[src/rtl/meter_countdown.sv]
// Parking-meter time core: remaining seconds, coin/preset update, 1 Hz countdown, BCD display feed.
// Optional METER_BUTTON_SYNC_EN: synchronise and edge-detect the add_*/set_* buttons.
//
// BCD converter states:
//   state | meaning
//   IDLE  | wait for secs to differ from the last latched source
//   SHIFT | 14 double-dabble steps on the latched source
//   DONE  | publish result to time_bcd, raise bcd_valid
module meter_countdown #(
    parameter int unsigned MAX_SECS   = 9999,
    parameter int unsigned LOW_THRESH = 180,
    parameter int unsigned PRESET_A   = 10,
    parameter int unsigned PRESET_B   = 205
) (
    input  logic        clk,
    input  logic        rst,
    input  logic        tick_1hz,
    input  logic        blink_lvl,
    input  logic        add_60,
    input  logic        add_120,
    input  logic        add_180,
    input  logic        add_300,
    input  logic        set_a,
    input  logic        set_b,
    output logic [13:0] secs,
    output logic [15:0] time_bcd,
    output logic        digits_on,
    output logic        expired,
    output logic        bcd_valid
);

    typedef enum logic [1:0] {IDLE, SHIFT, DONE} conv_state_t;

    logic [5:0]  btn_raw;
    logic [5:0]  btn_act;
    logic        tick_s, tick_d, blink_s;
    logic        strobe;
    logic        dec;
    logic [14:0] add_val;
    logic [14:0] sum;
    logic [13:0] secs_next;

    conv_state_t state;
    logic [13:0] src;
    logic [29:0] sh;
    logic [3:0]  cnt;

    assign btn_raw = {set_b, set_a, add_300, add_180, add_120, add_60};

`ifdef METER_BUTTON_SYNC_EN
    logic [5:0] btn_s1, btn_s2, btn_s3;

    always_ff @(posedge clk or negedge rst) begin
        if (!rst) begin
            btn_s1 <= '0;
            btn_s2 <= '0;
            btn_s3 <= '0;
        end else begin
            btn_s1 <= btn_raw;
            btn_s2 <= btn_s1;
            btn_s3 <= btn_s2;
        end
    end

    assign btn_act = btn_s2 & ~btn_s3;
`else
    assign btn_act = btn_raw;
`endif

    assign strobe = tick_s & ~tick_d;
    assign dec    = strobe && (secs != 14'd0);

    always_comb begin
        add_val = 15'd0;
        if (btn_act[3])      add_val = 15'd300;
        else if (btn_act[2]) add_val = 15'd180;
        else if (btn_act[1]) add_val = 15'd120;
        else if (btn_act[0]) add_val = 15'd60;
    end

    // 15-bit intermediate so the sum saturates instead of wrapping
    assign sum = {1'b0, secs} + add_val - {14'd0, dec};

    always_comb begin
        secs_next = secs;
        if (btn_act[5])                secs_next = 14'(PRESET_B);
        else if (btn_act[4])           secs_next = 14'(PRESET_A);
        else if (sum > 15'(MAX_SECS))  secs_next = 14'(MAX_SECS);
        else                           secs_next = sum[13:0];
    end

    always_ff @(posedge clk or negedge rst) begin
        if (!rst) begin
            tick_s    <= 1'b0;
            tick_d    <= 1'b0;
            blink_s   <= 1'b0;
            secs      <= '0;
            expired   <= 1'b0;
            digits_on <= 1'b0;
        end else begin
            tick_s  <= tick_1hz;
            tick_d  <= tick_s;
            blink_s <= blink_lvl;
            secs    <= secs_next;
            expired <= (secs == 14'd0);
            if (secs == 14'd0)
                digits_on <= tick_s;
            else if (secs < 14'(LOW_THRESH))
                digits_on <= blink_s;
            else
                digits_on <= 1'b1;
        end
    end

    function automatic logic [29:0] dd_step(input logic [29:0] v);
        logic [29:0] t;
        t = v;
        for (int i = 0; i < 4; i++) begin
            if (t[14+4*i +: 4] >= 4'd5)
                t[14+4*i +: 4] = t[14+4*i +: 4] + 4'd3;
        end
        return {t[28:0], 1'b0};
    endfunction

    // A change of secs mid-conversion drops the partial result; time_bcd holds its last good value
    always_ff @(posedge clk or negedge rst) begin
        if (!rst) begin
            state     <= IDLE;
            src       <= '0;
            sh        <= '0;
            cnt       <= '0;
            time_bcd  <= '0;
            bcd_valid <= 1'b0;
        end else begin
            case (state)
                IDLE: begin
                    if (secs != src) begin
                        src       <= secs;
                        sh        <= {16'd0, secs};
                        cnt       <= 4'd13;
                        bcd_valid <= 1'b0;
                        state     <= SHIFT;
                    end
                end
                SHIFT: begin
                    if (secs != src) begin
                        state <= IDLE;
                    end else begin
                        sh <= dd_step(sh);
                        if (cnt == 4'd0)
                            state <= DONE;
                        else
                            cnt <= cnt - 4'd1;
                    end
                end
                DONE: begin
                    if (secs == src) begin
                        time_bcd  <= sh[29:14];
                        bcd_valid <= 1'b1;
                    end
                    state <= IDLE;
                end
                default: state <= IDLE;
            endcase
        end
    end

endmodule
[config.mk]
export PLATFORM = sky130hd
export DESIGN_NAME = meter_countdown
export DESIGN_NICKNAME = d
export VERILOG_FILES = /design/src/rtl/meter_countdown.sv
export SDC_FILE = /design/constraint.sdc
export NUM_CORES = 1
export LEC_CHECK = 0
export CAP_MARGIN = 0
export CORE_MARGIN = 8
export CORE_UTILIZATION = 50
export DETAILED_ROUTE_END_ITERATION = 12
export GPL_TIMING_DRIVEN = 0
export HOLD_SLACK_MARGIN = 0.05
export MAX_ROUTING_LAYER = met4
export PLACE_DENSITY = 0.8
export SYNTH_ARGS = -nofsm -noshare
export SYNTH_HDL_FRONTEND = slang
export SYNTH_SLANG_ARGS = --single-unit
[constraint.sdc]
create_clock -name clk -period 9.6 [get_ports clk]
set_input_delay 2.88 -clock clk [delete_from_list [all_inputs] [get_ports clk]]
set_output_delay 2.88 -clock clk [all_outputs]
set_load 0.02 [all_outputs]
## After elaboration in Yosys (flattened, before gate mapping)

Cells that the tools add are included.

| operators by class | value |
|---|---|
| magnitude comparators | 6 |
| muxes and demuxes | 27 |
| equality and inequality tests | 9 |
| reduce and logical (&&, ||, !) cells | 13 |
| bitwise logic cells | 2 |
| $add $sub $neg | 7 |

Operator list:

| cell | number |
|---|---|
| $mux W30 | 2 |
| $pmux W30 S2 | 1 |
| $mux W14 | 3 |
| $mux W4 | 6 |
| $ge A4 B3 Y1 const B | 4 |
| $add A14 B15 Y15 | 1 |
| $gt A15 B14 Y1 const B | 1 |
| $mux W15 | 1 |
| $sub A15 B1 Y15 | 1 |
| $eq A14 B14 Y1 | 1 |
| $logic_not A14 Y1 | 1 |
| $lt A14 B8 Y1 const B | 1 |
| $ne A14 B14 Y1 | 1 |
| $reduce_bool A14 Y1 | 1 |
| $add A4 B2 Y4 const B | 3 |
| $mux W8 | 1 |
| $ne A2 B2 Y1 const B | 4 |
| $pmux W4 S2 | 1 |
| $mux W7 | 1 |
| $mux W2 | 3 |
| $mux W6 | 1 |
| $reduce_and A2 Y1 | 3 |
| $reduce_and A3 Y1 | 2 |
| $logic_not A4 Y1 | 1 |
| 15 further kinds | 19 |

| word-level totals | value |
|---|---|
| bits in registers | 86 |
| bits of input ports | 10 |
| output and inout port bits | 33 |
| word-level logic and storage cells | 76 |

## Depth between registers and ports, before layout

Gate-level depths: netlist of the first run.

| depth | value |
|---|---|
| word-level depth | 10 |
| gate-level depth with buffers | 18 |
| depth with buffers taken out | 17 |

## Worst setup path after synthesis of the first run

OpenSTA, ideal clock, no wires.

| path | value |
|---|---|
| path kind | input port to flip-flop |
| start | input port add_300 |
| end | register secs[0] |
| data arrival time | 5.382 ns |
| path slack | 4.077 ns |
| setup time | 0.141 ns |
| cell stages on the path | 13 |
| required time | 9.459 ns |
| path buffers | 1 |
| cell sequence | nor2_1 -> a21boi_0 -> ha_1 -> inv_1 -> ha_1 -> a21o_1 -> nand4_1 -> a211oi_1 -> or4b_1 -> a211o_1 -> a31oi_1 -> buf_4 -> a41oi_1 |

| between the ends | value |
|---|---|
| word-level cells in the longest chain between the ends | 7 |

Ends and longest elaborated chain:

| what | RTL line | source |
|---|---|---|
| from (decl) | 22 | `input logic add_300,` |
| $mux W15 * | 75 | `if (btn_act[3]) add_val = 15'd300;` |
| $add A14 B15 Y15 * | 82 | `assign sum = {1'b0, secs} + add_val - {14'd0, dec};` |
| $sub A15 B1 Y15 * | 82 |  |
| $gt A15 B14 Y1 | 88 | `else if (sum > 15'(MAX_SECS)) secs_next = 14'(MAX_SECS);` |
| $mux W14 * | 88 |  |
| $mux W14 * | 87 | `else if (btn_act[4]) secs_next = 14'(PRESET_A);` |
| $mux W14 * | 86 | `if (btn_act[5]) secs_next = 14'(PRESET_B);` |
| via secs_next[0] | 41 | `logic [13:0] secs_next;` |
| to (signal assigned) | 104 | `secs <= secs_next;` |
| to (decl) | 25 | `output logic [13:0] secs,` |

The timed path passes the listed nets; every way through them passes the cells marked *.
A chain may end at the register's enable or synchronous reset.

## Worst setup path in the final report of the first run

| path | value |
|---|---|
| start | input port add_180 |
| end | register secs[2] |

| between the ends | value |
|---|---|
| word-level cells in the longest chain between the ends | 8 |

Ends and longest elaborated chain:

| what | RTL line | source |
|---|---|---|
| from (decl) | 21 | `input logic add_180,` |
| $mux W8 * | 76 | `else if (btn_act[2]) add_val = 15'd180;` |
| $mux W15 * | 75 |  |
| $add A14 B15 Y15 * | 82 |  |
| $sub A15 B1 Y15 * | 82 |  |
| $gt A15 B14 Y1 | 88 |  |
| $mux W14 * | 88 |  |
| $mux W14 * | 87 |  |
| $mux W14 * | 86 |  |
| via secs_next[2] | 41 |  |

Marked as above.

==> run metrics, run 1 <==
outcome=finished, final reports clean; die height=115 um; Post CTS Setup Buffer Count=0; CTS H-Tree Depth=3; Lkg Pwr=2.58 nW; final worst path period need=6130 ps; endpoints failing setup=0; hold buffers post-CTS=0; Starting Density=51.0%; P_sw=0.800 mW; Setup TNS=0 ps; Fin. Hold Viols=0; fillers=811; gr ovfl total=0; 1st-pass router iterations=4; top cells by area, synth=dfrtp_1 (44%), ha_1 (8.1%), nand2_1 (6.2%); Final #Nets=645; crit path max fanout=10; Simple-Gate Fraction of Synth Area=16.5%; vias in the first global route=4159; synthesized area per cell=9.01 um^2; Clock Path Buffers=2; Tcrit/Tclk final=63.8%; Register Area=2150 um^2; Remaining DRCs=0; DRT iter0 DRCs=284; Port Buf Inserts=42; layout cells sized above 1=6.59%; Placement Rows=36; largest family of logic cells by synthesized area=compound AO/OA/AOI/OAI gates; Inst Count DP=724; Die ar.=13300 um^2; post-DP HPWL=8.82 mm; first-pass GRT wire length=19.7 mm; CP endpoint kind=flip-flop; Compound-Gate Fraction of Synth Area=17.9%; Layout area overhead=16.4%; Vias=4109; ys flop type=dfrtp_1; RD Place Congestion=0.891; most numerous cell in the Yosys netlist=dfrtp_1; Post-Synth Adder-Cell Area=8.51%; post-synthesis xor/xnor area fraction=5.85%; unrepaired setup endpoints after global routing=false; critical path arrival=6340 ps; maximum vdd drop=256 uV; cell accounting for the most synthesized area=dfrtp_1; final slew viol count=0; Crit path required time=9810 ps; sequential share of power=29.7%; initial antenna violation count=0; Slew HR=64.3%; Num CTS Buffers=9; Max Clock Freq=163 MHz; GRT Resource Usage Total=19.0%; post-DR wirelength/cell=15.6 um; Switching Fraction=45.2%; internal power=0.968 mW; cts repair resizes=0; post-synthesis instance area=4940 um^2; multiplexer share of the synthesized area=2.05%; number of synthesized flops with an enable pin=0; Num Clock Sinks=86; drt total wl=11.6 mm; maxcap violations=0; Synth Register Bits=86; CP Class=in2reg; pwr dens=308 nW/um^2; Seq/Total Area, Yosys=43.6%; Core Footprint=9680 um^2; count of cell types in the netlist=58; pin count of the biggest net entering global routing=75; Commonest cells post-synth=dfrtp_1 (86), nand2_1 (81), nor2_1 (48); Root Buffer=clkbuf_8; # diodes=0; clock power share=14.3%; top-area cell type share of the netlist area=43.6%; multi-input logic area=2510 um^2; die width=115 um; hold crit path type=reg2reg; FFs w/ async S/R, synth=100%; yosys warns=0; post-route ant nets=0; Clock Skew=8.61 ps; Worst-Margin Slew=533 ps; via/cell ratio=5.55; startpoint types=primary input; syn_nets=591; logic gate share of total power=56.0%; IO Pins=43; Syn Inst Count=548; non-filler instance count after layout=740; Clock Pin Slew Worst Setup and Hold Paths=90 ps; clk_lat worst skew=350 ps; CTS tree=done
-- cell type report --
class | instances | area share (%)
Clock inverter | 7 | 1.28
Clock buffer | 9 | 2.15
Timing Repair Buffer | 43 | 7.75
Sequential cell | 86 | 37.4
Multi-Input combinational cell | 392 | 43.7
Inverter | 46 | 3.00
Tap cell | 133 | 2.89
Buffer | 24 | 1.83
-- flip-flops by register name, indices dropped and copies added (netlist names) --
| register | flops |
|---|---|
| bcd_valid | 1 |
| digits_on | 1 |
| time_bcd | 16 |
| tick_s | 1 |
| src | 14 |
| secs | 14 |
| sh | 30 |
| blink_s | 1 |
| state | 2 |
| cnt | 4 |
| expired | 1 |
| tick_d | 1 |
-- worst max-delay path, cell delays in order --
cell and delay [ps]:
clkdlybuf4s50_1 480, nor2_1 140, a21boi_0 250, ha_1 310, inv_1 70, ha_1 240
a21o_1 200, nand4_1 170, a211oi_1 160, or4b_1 530, a211o_1 300, a31oi_1 260
buf_4 220, a41oi_1 140
-- routing by layer --
metal  wire length [um]  global-route usage [%]
met5                  0                       -
met3                400                    2.68
met2               6010                    34.1
met4                204                    5.95
met1               4940                    21.1
-- cell usage in the layout (no fill, tap or decap), drive strengths merged, types with 4 or more instances in the layout --
cell           netlist  routed
nand4                6       6
inv                 46      47
buf                  5       7
nor3                 4       4
a31oi               16      16
nor4                 9       9
nand3                7       7
xor2                22      22
a22oi                9       9
clkdlybuf4s50        0      41
o21ai               42      42
nor2                49      49
xnor2               11      11
a32o                 4       4
a21oi               20      20
nand2b               8       8
dfrtp               86      86
o31ai               11      11
clkbuf              19      28
a21o                 4       4
nand2               81      81
clkinv               0       4
mux2                 9       9
ha                  32      32
-- cells by family (layout without fill, tap and decap cells) --
family / Yosys count / in the layout
simple gates: 181 / 181
flops: 86 / 86
mux: 9 / 9
fa+ha+maj: 33 / 33
compound gates: 136 / 136
buf+inv: 70 / 129
xor+xnor: 33 / 33
-- through the flow --
stage	util (%)	area (um^2)	hold slack, ps	worst slack (ps)	power (mW)
2_1_floorplan	-	4940	361	4080	1.24
3_3_place_gp	57.1	5530	377	2690	1.49
3_5_place_dp	57.3	5550	382	3140	1.51
4_1_cts	59.4	5750	402	3510	1.77
5_1_grt	59.4	5750	416	3330	1.92
6_report	59.4	5750	405	3470	1.77
-- power by group through the flow --
stage / logic (mW) / clock network [mW] / registers [mW]
after floorplan: 0.696 / 0 / 0.543
after global placement: 0.958 / 0 / 0.528
after detailed placement: 0.980 / 0 / 0.531
after CTS: 0.986 / 0.257 / 0.524
after global routing: 1.11 / 0.271 / 0.535
final: 0.991 / 0.252 / 0.525
-- path summary, 6_finish.rpt --
check | endpoint | slack (ps) | start | cells past startpoint
min reg2reg | tick_d | 400 | tick_s | 0
max | secs[2] | 3470 | add_180 | 14
min | tick_d | 400 | tick_s | 0
max reg2reg | secs[6] | 5380 | secs[13] | 17
max in group asynchronous | sh[24] | 6630 | rst | 2
min in group asynchronous | sh[4] | 2370 | rst | 1
(Power assumes the default switching activity.)
==> run 2, diff against run 1 <==
- PLACE_DENSITY: 0.8 -> 0.82
- clock period: 9.6 -> 5.6 ns (I/O delays scaled with it)
==> run 2 against run 1 <==
Compared with the run above:
- combinational power up 72%
- register-to-register slack worse by 4100 ps
- routed wire length down 0.61%
- sequential cell count unchanged
- core utilization down 0.17 points
- sequential power up 71%
- first-iteration DRC count down 4.9%
- largest cell class unchanged
==> run metrics, run 2 (synthesized netlist as in run 1, its figures left out) <==
1st-pass router iterations=5 (+1); Clock Path Buffers=2 (unchanged); maxcap violations=0 (unchanged); # diodes=0 (unchanged); Tcrit/Tclk final=89.2%; Port Buf Inserts=42 (unchanged); Slowest-stage cell, CP=or4b_1; Placement Rows=36 (unchanged); Largest register FFs=30 (unchanged); crit path max fanout=10 (unchanged); Worst-Margin Slew=594 ps (+60.3 ps); IO Pins=43 (unchanged); post-DR wirelength/cell=15.5 um (-0.61%); Post CTS Setup Buffer Count=0 (unchanged); cell mode on critical path=ha_1; Vias=4139 (+0.73%); Setup TNS=0 ps (unchanged); Final #Nets=645 (unchanged); outcome=finished, final reports clean; Num Clock Sinks=86 (unchanged); internal power=1.63 mW (+68%); CTS H-Tree Depth=3 (unchanged); fillers=852 (+5.1%); R2R Setup Slk=1260 ps (-4120 ps); Largest regs=sh (30), time_bcd (16); die width=115 um (unchanged); Crit path required time=5900 ps (-3910 ps); Post-DP Area=5550 um^2 (unchanged); GRT Resource Usage Total=18.9% (-0.039 points); clk_lat worst skew=360 ps (about the same); gr ovfl total=0 (unchanged); Design Area, Final=5730 um^2 (-0.28%); critical path arrival=5290 ps (-1050 ps); Place WS=246 ps (-2900 ps); drt total wl=11.5 mm (-0.61%); first-pass GRT wire length=19.6 mm (-0.63%); Lkg Pwr=2.57 nW (-0.25%); Core Footprint=9680 um^2 (unchanged); initial antenna violation count=0 (unchanged); Final Power=3.00 mW (+70%); vias in the first global route=4203 (+1.1%); cts repair resizes=0 (unchanged); CP endpoint kind=flip-flop; final slew viol count=0 (unchanged); Hold Path Sink=tick_d; Layout area overhead=16.1%; CP cell instances=clkdlybuf4s50_1, nor2_1, a21boi_0, ha_1, inv_1, ha_1, a21o_1, nand4_1, a211oi_1, or4b_1, a211o_1, a31oi_1, buf_4, and4_1; logic gate share of total power=56.5% (+0.5 points); CP Class=in2reg; Reg-to-Reg End=secs[5]; pin count of the biggest net entering global routing=69 (-8.0%); DRT iter0 DRCs=270 (-4.9%); P_sw=1.37 mW (+71%); endpoints failing setup=0 (unchanged); Starting Density=51.0% (unchanged); Die ar.=13300 um^2 (unchanged); post-DP HPWL=8.90 mm (+0.90%); Root Buffer=clkbuf_8; Slew HR=60.3% (-4.0 points); layout cells sized above 1=6.59% (unchanged); Remaining DRCs=0 (unchanged); clock power share=13.5% (-0.8 points); RD Place Congestion=0.929 (+4.3%); post-route ant nets=0 (unchanged); Largest Register=sh; worst r2r path cells=18 (+1); Max Clock Freq=200 MHz; hold path startpoint=tick_s; sequential share of power=30.0% (+0.3 points); hold crit path type=reg2reg; crit-path max cell delay=520 ps (about the same); CTS tree=done; Final WS setup=606 ps (-2870 ps); Worst Hold Depth=0 (unchanged); startpoint types=primary input; Clock Skew=11.9 ps (+3.27 ps); most common cell after layout, fill and taps aside=dfrtp_1; final worst path period need=4990 ps; Worst R2R Start=secs[13]; Fin. Hold Viols=0 (unchanged); hold buffers post-CTS=0 (unchanged); most frequent cells in the layout=dfrtp_1 (86), nand2_1 (81), nor2_1 (48); Clock Pin Slew Worst Setup and Hold Paths=90 ps (about the same); unrepaired setup endpoints after global routing=false; die height=115 um (unchanged); maximum vdd drop=416 uV (+63%); Num CTS Buffers=9 (unchanged); Switching Fraction=45.7% (+0.50 points); via/cell ratio=5.59 (+0.73%); pwr dens=523 nW/um^2 (+70%)
-- run 2: power by group through the flow --
| stage | Clock [mW] | Sequential, mW | Combinational [mW] |
|---|---|---|---|
| after floorplan | 0 | 0.930 | 1.19 |
| after global placement | 0 | 0.902 | 1.64 |
| after detailed placement | 0 | 0.907 | 1.68 |
| after CTS | 0.411 | 0.895 | 1.69 |
| after global routing | 0.440 | 0.912 | 1.90 |
| final | 0.405 | 0.898 | 1.70 |
-- run 2: worst max-delay path by stage --
stage	slack, ps	to	startpoint	depth (start not counted)
after floorplan	1280	secs[0]	add_300	13
after global placement	-80	secs[11]	rst	1
after detailed placement	250	secs[2]	add_180	14
after CTS	630	secs[2]	add_180	14
after global routing	420	secs[3]	add_180	14
final	610	secs[5]	add_180	14
-- run 2: area by class of cell --
class / count / area, um^2 / share of cell area, %
multi-input combinational: 392 / 2510 / 43.8
tap: 133 / 166 / 2.90
timing repair buffer: 43 / 445 / 7.77
clock buffer: 10 / 138 / 2.40
inverter: 46 / 173 / 3.01
clock inverter: 6 / 43.8 / 0.764
buffer: 24 / 105 / 1.83
sequential: 86 / 2150 / 37.5
-- run 2: per-stage QoR --
stage	hold WS, ps	util (%)	std cells
6_report	407	59.2	740
5_1_grt	416	59.2	740
4_1_cts	406	59.2	740
3_5_place_dp	387	57.3	724
3_3_place_gp	377	57.1	723
2_1_floorplan	361	-	548
-- run 2: per-layer routing --
layer / GRT usage, % / vias to the layer above / routed length (um)
met5: - / - / 0
met4: 5.87 / 0 / 188
met1: 20.1 / 2017 / 4550
met3: 3.31 / 14 / 526
li1: - / 2012 / -
met2: 34.8 / 96 / 6220
-- run 2: critical path: cells and delay by family --
family	cells	cell delay [ps]
buf+inv	3	780
compound gates	5	1260
simple gates	4	1050
fa+ha+maj	2	550
